### config.mk
export PLATFORM = sky130hd
export DESIGN_NAME = led_spi_pixel_master
export DESIGN_NICKNAME = d
export VERILOG_FILES = /design/src/rtl/led_spi_pixel_master_pkg.sv /design/src/rtl/led_spi_sclk_timer.sv /design/src/rtl/led_spi_pixel_master.sv
export SDC_FILE = /design/constraint.sdc
export NUM_CORES = 1
export LEC_CHECK = 0
export ABC_AREA = 1
export BUFFER_PORTS_ARGS = -buffer_cell sky130_fd_sc_hd__buf_4
export CAP_MARGIN = 15
export CORE_MARGIN = 5
export CORE_UTILIZATION = 55
export CTS_BUF_LIST = sky130_fd_sc_hd__clkbuf_8
export DETAILED_ROUTE_END_ITERATION = 10
export HOLD_SLACK_MARGIN = 0.02
export PLACE_DENSITY = 0.75
export SETUP_SLACK_MARGIN = 0.15
export SYNTH_ARGS = -nofsm -noshare
export SYNTH_HDL_FRONTEND = slang
export SYNTH_SLANG_ARGS = --single-unit
### constraint.sdc
create_clock -name clk -period 3.7 [get_ports clk]
set_input_delay 0.185 -clock clk [delete_from_list [all_inputs] [get_ports clk]]
set_output_delay 0.185 -clock clk [all_outputs]
set_load 0.1 [all_outputs]
### src/rtl/led_spi_pixel_master_pkg.sv
// led_spi_pixel_master_pkg: shared frame layout, field positions and FSM encoding for the LED SPI pixel link.
// Contents: FRAME_BITS/ADDR_W/RGB_W widths, ADDR_MSB/ADDR_LSB/RGB_MSB field positions,
// state_t FSM encoding and make_frame() which packs {2'b00, addr, rgb} into one frame word.
package led_spi_pixel_master_pkg;
   localparam int FRAME_BITS = 32;
   localparam int ADDR_W     = 6;
   localparam int RGB_W      = 24;
   localparam int ADDR_MSB   = 29;
   localparam int ADDR_LSB   = 24;
   localparam int RGB_MSB    = 23;

   typedef enum logic [2:0] {
      ST_IDLE,
      ST_SETUP,
      ST_SHIFT_HI,
      ST_SHIFT_LO,
      ST_GAP
   } state_t;

   function automatic logic [FRAME_BITS-1:0] make_frame(input logic [ADDR_W-1:0] addr,
                                                        input logic [RGB_W-1:0] rgb);
      logic [FRAME_BITS-1:0] f;
      f = '0;
      f[ADDR_MSB:ADDR_LSB] = addr;
      f[RGB_MSB:0] = rgb;
      return f;
   endfunction
endpackage

### src/rtl/led_spi_sclk_timer.sv
// led_spi_sclk_timer: down-counter timing each FSM phase; reloads on load, flags expired at zero.
// Ports: clk, rst (sync, active-high), load (reload strobe), load_val (phase length minus one),
// expired (counter has reached zero, i.e. the current phase ends this cycle).
module led_spi_sclk_timer #(
   parameter int W = 4
) (
   input  logic         clk,
   input  logic         rst,
   input  logic         load,
   input  logic [W-1:0] load_val,
   output logic         expired
);
   logic [W-1:0] cnt;

   always_ff @(posedge clk) begin
      if (rst) cnt <= '0;
      else if (load) cnt <= load_val;
      else if (cnt != '0) cnt <= cnt - W'(1);
   end

   assign expired = cnt == '0;
endmodule

### src/rtl/led_spi_pixel_master.sv
// led_spi_pixel_master: SPI mode-0 master sending one 32-bit pixel frame {2'b00, addr, R, G, B} MSB first.
// Ports: clk, rst (sync, active-high); in_valid/in_ready handshake with in_addr (pixel 0..63) and in_rgb ({R,G,B});
// sclk (idle low), mosi (changes while sclk low), cs (active-low frame select);
// busy (accept until back in IDLE), done (one-cycle pulse when the frame completes).
module led_spi_pixel_master
   import led_spi_pixel_master_pkg::*;
#(
   parameter int CLK_DIV = 8,
   parameter int CS_GAP  = 16
) (
   input  logic              clk,
   input  logic              rst,
   input  logic              in_valid,
   output logic              in_ready,
   input  logic [ADDR_W-1:0] in_addr,
   input  logic [RGB_W-1:0]  in_rgb,
   output logic              sclk,
   output logic              mosi,
   output logic              cs,
   output logic              busy,
   output logic              done
);
   localparam int CW = $clog2((CLK_DIV > CS_GAP ? CLK_DIV : CS_GAP) + 1);

   state_t                state, next_state;
   logic [FRAME_BITS-1:0] sr, frame;
   logic [4:0]            bit_cnt;
   logic                  last_bit;
   logic                  accept, expired, load;
   logic [CW-1:0]         load_val;

   assign accept = in_valid && in_ready;
   assign frame  = make_frame(in_addr, in_rgb);

   always_comb begin
      next_state = state;
      case (state)
         ST_IDLE:     next_state = accept ? ST_SETUP : ST_IDLE;
         ST_SETUP:    next_state = expired ? ST_SHIFT_HI : ST_SETUP;
         ST_SHIFT_HI: next_state = expired ? ST_SHIFT_LO : ST_SHIFT_HI;
         ST_SHIFT_LO: next_state = expired ? (last_bit ? ST_GAP : ST_SHIFT_HI) : ST_SHIFT_LO;
         ST_GAP:      next_state = expired ? ST_IDLE : ST_GAP;
         default:     next_state = ST_IDLE;
      endcase
   end

   // The IDLE cycle that follows GAP also keeps cs high, so GAP itself runs one
   // cycle short: cs-high between back-to-back frames is then exactly CS_GAP.
   assign load     = next_state != state;
   assign load_val = CW'(next_state == ST_GAP ? CS_GAP - 2 : CLK_DIV - 1);

   led_spi_sclk_timer #(.W(CW)) u_timer (
      .clk      (clk),
      .rst      (rst),
      .load     (load),
      .load_val (load_val),
      .expired  (expired)
   );

   // Outputs are registered from next_state so they line up with the state they describe.
   always_ff @(posedge clk) begin
      if (rst) begin
         state    <= ST_IDLE;
         sr       <= '0;
         bit_cnt  <= '0;
         last_bit <= 1'b0;
         sclk     <= 1'b0;
         mosi     <= 1'b0;
         cs       <= 1'b1;
         busy     <= 1'b0;
         done     <= 1'b0;
         in_ready <= 1'b0;
      end else begin
         state    <= next_state;
         sclk     <= next_state == ST_SHIFT_HI;
         cs       <= next_state == ST_IDLE || next_state == ST_GAP;
         busy     <= next_state != ST_IDLE;
         done     <= next_state == ST_GAP && state != ST_GAP;
         in_ready <= next_state == ST_IDLE;
         if (accept) begin
            sr       <= frame;
            mosi     <= frame[FRAME_BITS-1];
            bit_cnt  <= 5'd31;
            last_bit <= 1'b0;
         end else if (state == ST_SHIFT_HI && expired) begin
            // Leaving the high phase: present the next bit, or 0 once bit0 has been sampled.
            sr       <= sr << 1;
            mosi     <= (bit_cnt != 5'd0) && sr[FRAME_BITS-2];
            bit_cnt  <= bit_cnt - 5'd1;
            last_bit <= bit_cnt == 5'd0;
         end
      end
   end
endmodule
# ---- Word-level counts from Yosys, hierarchy flattened
# Index checks and enable logic that the tools add are counted.
dict set report totals {
  ff_bits 51
  latch_bits 0
  mem_bits_rw 0
  mem_bits_ro 0
  word_cells 51
  mem_count 0
}
dict set report classes {
  add_sub_neg 2
  mul 0
  n_div 0
  magnitude_cmp 0
  n_eq_ne 8
  shifts 0
  muxes 14
  bitwise_logic 0
  n_reduce_logical 15
}
# op n
set op_table {}
lappend op_table {{30-bit 2-to-1 mux} 2}
lappend op_table {{5-bit 2-to-1 mux} 4}
lappend op_table {{3-bit one-hot mux with 5 select lines} 1}
lappend op_table {{5-bit zero test} 2}
lappend op_table {{5-bit nonzero test} 2}
lappend op_table {{5-bit by 1-bit subtractor with 5-bit output (second input constant)} 2}
lappend op_table {{3-bit by 2-bit == test with 1-bit output (second input constant)} 3}
lappend op_table {{3-bit 2-to-1 mux} 3}
lappend op_table {{3-bit == test (second input constant)} 2}
lappend op_table {{3-bit zero test} 2}
lappend op_table {{1-bit logical AND} 4}
lappend op_table {{4-bit 2-to-1 mux} 1}
lappend op_table {{2-bit nonzero test} 2}
lappend op_table {{3-bit by 1-bit == test with 1-bit output (second input constant)} 1}
lappend op_table {{3-bit inequality test} 1}
lappend op_table {{3-bit inequality test (second input constant)} 1}
lappend op_table {{3-bit nonzero test} 1}
lappend op_table {{1-bit 2-to-1 mux} 2}
lappend op_table {{2-bit 2-to-1 mux} 1}
lappend op_table {{2-bit OR reduction} 1}
lappend op_table {{1-bit logical OR} 1}

# ---- Depth between registers and ports, before layout
# Gate-level depths: netlist of run 1.
dict set report depth {
  ltp_word 6
  depth_mapped 12
}

# ---- Hierarchy
# From an unflattened synthesis of run 1, not the netlist that was laid out.
dict set report hier_totals {
  hier_cells 413
  area_unflattened_um2 2990.4
}
# module n_inst cells_each area_per_inst_um2 seq_area_each_um2
set modules_own_cells {}
lappend modules_own_cells {led_spi_pixel_master 1 371 2700.1 920.9}
lappend modules_own_cells {led_spi_sclk_timer 1 42 290.3 100.1}

# ---- Worst setup path after synthesis of run 1
# No wires, ideal clock.
dict set report synth_path {
  path_kind {register -> register}
  from {register in_ready}
  to {register u_timer.cnt[3]}
  arrival_time_ns 1.981
  required_time_ns 3.580
  path_slack_ns 1.599
  path_stages_with_launch 10
  path_buffers 0
  synth_period_minus_slack_ns 2.101
  path_cell_list {dfxtp_1 -> nand2_1 -> inv_2 -> nand3_1 -> nand4_1 -> nand2_1 -> nand2_2 -> nand2_2 -> nand2_1 -> nor2_2}
}
dict set report synth_between {
  elab_chain_len 6
  word_cells_on_any_way 8
}
# element line_no
set synth_rtl {}
lappend synth_rtl {{from (decl)} led_spi_pixel_master.sv:14} ;# output logic in_ready,
lappend synth_rtl {{from (signal assigned)} led_spi_pixel_master.sv:72} ;# in_ready <= 1'b0;
lappend synth_rtl {{from (signal assigned)} led_spi_pixel_master.sv:79} ;# in_ready <= next_state == ST_IDLE;
lappend synth_rtl {{1-bit logical AND *} led_spi_pixel_master.sv:32} ;# assign accept = in_valid && in_ready;
lappend synth_rtl {{1-bit 2-to-1 mux *} led_spi_pixel_master.sv:38} ;# ST_IDLE: next_state = accept ? ST_SETUP : ST_IDLE;
lappend synth_rtl {{3-bit one-hot mux with 5 select lines *} led_spi_pixel_master.sv:37} ;# case (state)
lappend synth_rtl {{3-bit == test} led_spi_pixel_master.sv:50} ;# assign load_val = CW'(next_state == ST_GAP ? CS_GAP - 2 : CLK_DIV - 1);
lappend synth_rtl {{4-bit 2-to-1 mux} led_spi_pixel_master.sv:50}
lappend synth_rtl {{5-bit 2-to-1 mux} led_spi_sclk_timer.sv:17} ;# else if (load) cnt <= load_val;
lappend synth_rtl {{to (signal assigned)} led_spi_sclk_timer.sv:17}
lappend synth_rtl {{to (signal assigned)} led_spi_sclk_timer.sv:18} ;# else if (cnt != '0) cnt <= cnt - W'(1);
lappend synth_rtl {{to (decl)} led_spi_sclk_timer.sv:13} ;# logic [W-1:0] cnt;
# Mark *: on every way between the ends. The rest lies on a longest branch, timed or not.
# A chain may end at the register's enable or synchronous reset.

# ---- Worst setup path in the final report of run 1
dict set report layout_path {
  from {register u_timer.cnt[0]}
  to {register sr[18]}
}
dict set report layout_between {
  elab_chain_len 3
}
# element line_no
set layout_rtl {}
lappend layout_rtl {{5-bit zero test} led_spi_sclk_timer.sv:21} ;# assign expired = cnt == '0;
lappend layout_rtl {{1-bit logical AND} led_spi_pixel_master.sv:85} ;# end else if (state == ST_SHIFT_HI && expired) begin
lappend layout_rtl {{2-bit nonzero test (no line)} -}
lappend layout_rtl {{to (signal assigned)} led_spi_pixel_master.sv:81} ;# sr <= frame;
lappend layout_rtl {{to (signal assigned)} led_spi_pixel_master.sv:87} ;# sr <= sr << 1;
lappend layout_rtl {{to (decl)} led_spi_pixel_master.sv:26} ;# logic [FRAME_BITS-1:0] sr, frame;
# No other way between the ends.

==> results of run 1 <==
## cell families after synthesis
group,after synthesis,share of synthesized area (%)
adder cells (fa/ha/maj),4,2.194
AND/OR/NAND/NOR,157,30.88
buffers and inverters,42,8.009
AO/OA/AOI/OAI,51,13.38
flip-flops,51,44.76
XOR/XNOR,2,0.7681
## critical path, cell delays in order, from the launching register on
cell	delay [ns]
dfxtp_1	0.35
inv_1	0.08
ha_1	0.22
nand2_2	0.10
nor2_4	0.07
nand2_4	0.14
inv_4	0.17
nor2_4	0.55
nand2_1	0.12
a31oi_1	0.17
## final timing paths
kind                            depth (start not counted)      to            from
worst max-delay path                                    9  sr[18]  u_timer.cnt[0]
worst min-delay path                                    3  sr[16]      in_rgb[16]
worst max register to register                          9  sr[18]  u_timer.cnt[0]
worst min register to register                          2    mosi          sr[30]
## metrics by stage
stage	hold WS (ns)	instances	utilization, %	total power, µW	setup WS, ns
after floorplan	0.3340	307	-	1221	1.599
after global placement	0.4496	378	63.65	1341	1.738
after detailed placement	0.4609	378	63.65	1363	1.684
after CTS	0.1455	386	65.78	1670	1.659
after global routing	0.1386	386	65.78	1775	1.459
final	0.1526	386	65.78	1664	1.654
## power groups by stage
| stage | clock (µW) | sequential [µW] | combinational (µW) |
|---|---|---|---|
| detailed placement | 0 | 708 | 655 |
| floorplan | 0 | 801 | 420 |
| global placement | 0 | 703 | 638 |
| global route | 339 | 707 | 729 |
| CTS | 317 | 696 | 658 |
| finish | 310 | 696 | 657 |
## state kept, by name, summed over array words and instances, names as in the netlist
name / flops
sr: 31
bit_cnt: 5
u_timer.cnt: 5
state: 3
busy: 1
cs: 1
done: 1
in_ready: 1
last_bit: 1
mosi: 1
sclk: 1
## layout make-up
| class | instances | area (µm²) | share of cell area, % |
|---|---|---|---|
| inverter | 24 | 92.59 | 3.519 |
| sequential | 51 | 1021 | 38.80 |
| tap | 50 | 62.56 | 2.378 |
| multi-input combinational | 214 | 1077 | 40.94 |
| clock inverter | 3 | 16.27 | 0.6182 |
| clock buffer | 5 | 68.82 | 2.615 |
| timing repair buffer | 39 | 292.8 | 11.13 |
## placed cells by master, fill, tap and decap left out, drive strengths merged
cell type  instances
nand2             89
dfxtp             51
nand3             40
buf               39
a31oi             33
inv               25
nor2              18
a21oi             11
o21ai              5
clkbuf             5
ha                 4
nor3               4
nand4              3
nand3b             1
or2                1
a211oi             1
o21a               1
nor3b              1
xnor2              1
xor2               1
clkinv             1
clkinvlp           1
## layer usage
metal,track usage [%],vias to the layer above,part of all wire (%)
met3,6.351,7,6.1
li1,-,1084,-
met2,29.17,46,46
met4,6.324,0,1.3
met1,25.21,936,47
met5,0,-,0
==> results.json, run 1 <==
{
  "status": "completed",
  "grt_pass1_vias": 1842,
  "drv_cap": 0,
  "p_int_uw": 981.5,
  "ys.warnings.count": 0,
  "holdBufCountCts": 0,
  "drt-pass1-iter-count": 4,
  "drtAntennaViolNets": 0,
  "cts_resized": 0,
  "num_vias": 2073,
  "period_minus_slack_ns": 2.046,
  "clk_path_buf_depth": 2,
  "fmax_mhz": 488.8,
  "worstSetupEndpointType": "flip-flop",
  "async_flop_share_pct": 0,
  "start_util_pct": 57.02,
  "insertion_delay_ns": 0.30,
  "hp-class": "in -> reg",
  "ff2ff_setup_slack_ns": 1.65,
  "combinationalPowerShare_pct": 39.5,
  "area.growth.synth_to_final_pct": 15.36,
  "syn_nets": 344,
  "fill_cells": 340,
  "track_usage_pct": 19.01,
  "ys_top_cells_by_count": "nand2_1, dfxtp_1, nand3_1",
  "grt_start_max_net_pins": 42,
  "clkSinkCount": 51,
  "final_hold_viol_count": 0,
  "cp.required_ns": 3.93,
  "gr-total-overflow": 0,
  "nNetsFinal": 372,
  "fin_tns_setup_ns": 0,
  "final_area_um2": 2631,
  "num_antenna_cells": 0,
  "yosysTopAreaCellShare_pct": 44.76,
  "avgSynthCellArea_um2": 7.430,
  "routedWlPerCell_um": 12.72,
  "drive_above_1_share_pct": 17.86,
  "slew_headroom_pct": 56.27,
  "power_density_nw_per_um2": 632.4,
  "portBuffers": 38,
  "synth_most_common_cell": "nand2_1",
  "ir_drop_uv": 278.1,
  "routed_wl_um": 4909,
  "grt_pass1_wl_um": 8148,
  "rsz0062_at_grt": "no",
  "power_frac_seq_pct": 41.8,
  "io_pins": 39,
  "synthTopCellsByArea": "dfxtp_1, nand2_1, a31oi_1",
  "drc": 0,
  "clk_pin_slew_ns": 0.09,
  "post_cts_buffers": 0,
  "critPathKind": "reg -> reg",
  "post-route-period-util_pct": 55.30,
  "ys_types": 31,
  "p_leak_uw": 0.001080,
  "finalSetupViolations": 0,
  "worst-slew-pin-transition_ns": 0.6543,
  "core_area_um2": 4000,
  "synth_edf_count": 0,
  "viasPerCell": 5.370,
  "place_area_um2": 2546,
  "cts_tree": "done",
  "syn_inst": 307,
  "fp.dieH_um": 74.40,
  "ys_ff_latch": 51,
  "clock-root-buffer": "clkbuf_8",
  "slew_viol_final": 0,
  "switching_share_pct": 41.02,
  "cts_buffers": 5,
  "pwr-share-clk_pct": 18.6,
  "cp.arrival_ns": 2.28,
  "cts_max_level": 2,
  "die_w_um": 74.40,
  "dieArea_um2": 5535,
  "synth_top_area_cell": "dfxtp_1",
  "rows": 23,
  "gp_routability_congestion": 0.8904,
  "drtIter0Drc": 133,
  "antenna_found_initial": 0,
  "ys_seq_area_share_pct": 44.76,
  "cp-start-kind": "flip-flop",
  "cp_max_fo": 36,
  "dpl.hpwl_um": 3372,
  "ys.flop_type": "dfxtp_1",
  "skew_ns": 0.005469,
  "switchingPower_uw": 682.6,
  "syn_area_um2": 2281
}
Power figures use the tool's default switching activity.
==> run 2: changes to the inputs <==
==> constraint.sdc (replaced) <==
create_clock -name clk -period 2.06 [get_ports clk]
set_input_delay 0.103 -clock clk [delete_from_list [all_inputs] [get_ports clk]]
set_output_delay 0.103 -clock clk [all_outputs]
set_load 0.1 [all_outputs]
==> results.json, run 2 (same netlist as run 1, synthesis figures left out) <==
{
  "status": "completed",
  "start_util_pct": 57.02,
  "dp_cells": 381,
  "die_w_um": 74.40,
  "cp-start-kind": "flip-flop",
  "critPathSlowestCell": "dfxtp_1",
  "nNetsFinal": 377,
  "ff2ff_setup_slack_ns": 0.31,
  "worstSetupEndpointType": "flip-flop",
  "r2r_start": "u_timer.cnt[0]",
  "drtAntennaViolNets": 0,
  "instances_no_fill": 391,
  "post-route-period-util_pct": 84.90,
  "rows": 23,
  "antenna_found_initial": 0,
  "drc": 0,
  "routed_wl_um": 5035,
  "gp_routability_congestion": 0.8238,
  "io_pins": 39,
  "holdBufCountCts": 0,
  "cts_max_level": 2,
  "min_from": "in_rgb[0]",
  "core_area_um2": 4000,
  "clk_pin_slew_ns": 0.09,
  "critPathKind": "reg -> reg",
  "cp.required_ns": 2.28,
  "fin_tns_setup_ns": 0,
  "dpl.hpwl_um": 3369,
  "portBuffers": 38,
  "cp-endpoint": "sr[9]",
  "layout_common_cells": "nand2_1, dfxtp_1, buf_4, nand3_1, a31oi_1",
  "area.growth.synth_to_final_pct": 18.49,
  "cp.arrival_ns": 1.97,
  "track_usage_pct": 19.02,
  "r2r-end": "sr[9]",
  "hp-class": "in -> reg",
  "cp_max_fo": 27,
  "dieArea_um2": 5535,
  "drive_above_1_share_pct": 19.94,
  "crit_start": "u_timer.cnt[0]",
  "viasPerCell": 5.350,
  "cts_buffers": 5,
  "routedWlPerCell_um": 12.88,
  "ir_drop_uv": 597.1,
  "grt_pass1_wl_um": 8114,
  "finalSetupViolations": 0,
  "clk_path_buf_depth": 2,
  "slew_viol_final": 0,
  "power_density_nw_per_um2": 1118,
  "clkSinkCount": 51,
  "num_antenna_cells": 0,
  "drv_cap": 0,
  "fp.dieH_um": 74.40,
  "slew_headroom_pct": 73.20,
  "cp_cell_sequence": "inv_1, ha_1, nand2_2, nor2_4, nand2_4, inv_4, buf_12, nand3_1, a31oi_1",
  "cts_tree": "done",
  "top_register": "sr",
  "worst-slew-pin-transition_ns": 0.4011,
  "grt_start_max_net_pins": 34,
  "fmax_mhz": 571.8,
  "top_regs": "sr x31, bit_cnt x5, u_timer.cnt x5",
  "final_common_cell": "nand2_1",
  "cpPeakStageDelay_ns": 0.32,
  "drt-pass1-iter-count": 4,
  "skew_ns": 0.007591,
  "insertion_delay_ns": 0.30,
  "fin_util_pct": 67.56,
  "rsz0062_at_grt": "no",
  "worstRegToRegCells": 9,
  "clock-root-buffer": "clkbuf_8",
  "largest_register_ffs": 31,
  "num_vias": 2092,
  "grt_pass1_vias": 1867,
  "final_hold_viol_count": 0,
  "drtIter0Drc": 158,
  "gr-total-overflow": 0,
  "period_minus_slack_ns": 1.749,
  "p_leak_uw": 0.001119
}
## run 2: power breakdown
part	total [µW]	internal (µW)	switching [µW]
Combinational	1240	414	824
Clock	533	229	304
Sequential	1250	1150	94.6
## run 2: timing repair
| action | in CTS | in global routing |
|---|---|---|
| gates resized for setup | 0 | 7 |
| setup endpoints to repair | 3 | 31 |
| setup buffers | 0 | 1 |
| pin swaps | 1 | 1 |
| gates cloned | 1 | 0 |
## run 2: worst min path at each step
stage	to	slack, ns	depth (start not counted)
finish	sr[0]	0.06	3
global route	sr[0]	0.05	3
CTS	sr[0]	0.06	3
detailed placement	sr[0]	0.38	3
global placement	sr[0]	0.37	3
floorplan	sr[0]	0.25	2
## run 2: metrics by stage
step | power, µW | hold slack, ns | worst slack, ns | cell area (µm²)
global placement | 2431 | 0.3740 | 0.2173 | 2570
global route | 3228 | 0.05018 | 0.1592 | 2703
detailed placement | 2445 | 0.3767 | 0.1437 | 2570
CTS | 2990 | 0.05632 | 0.1501 | 2658
finish | 3021 | 0.06330 | 0.3112 | 2703
floorplan | 2196 | 0.2520 | 0.3452 | 2282
## run 2: cell type report
type	instances	area, µm²
repair buffers	43	347.8
clock buffers	5	68.82
fillers	359	1297
clock inverters	3	12.51
flip-flops and latches	51	1022
multi-input cells	215	1096
inverters	24	92.59
well taps	50	62.56
## run 2: worst max-delay path, delay by kind of cell (launching register included)
family | cells | cell delay [ns]
and+or+nand+nor | 4 | 0.48
buffers and inverters | 3 | 0.45
DFF | 1 | 0.32
AOI/OAI and AO/OA | 1 | 0.21
adders and majority gates | 1 | 0.19
## run 2: routing by layer
metal / vias to the layer above / GRT usage [%] / wire (µm)
met5: - / 0 / 0
met4: 0 / 6.522 / 55
met3: 7 / 4.730 / 281
met2: 52 / 31.32 / 2359
met1: 940 / 24.29 / 2338
li1: 1093 / - / -
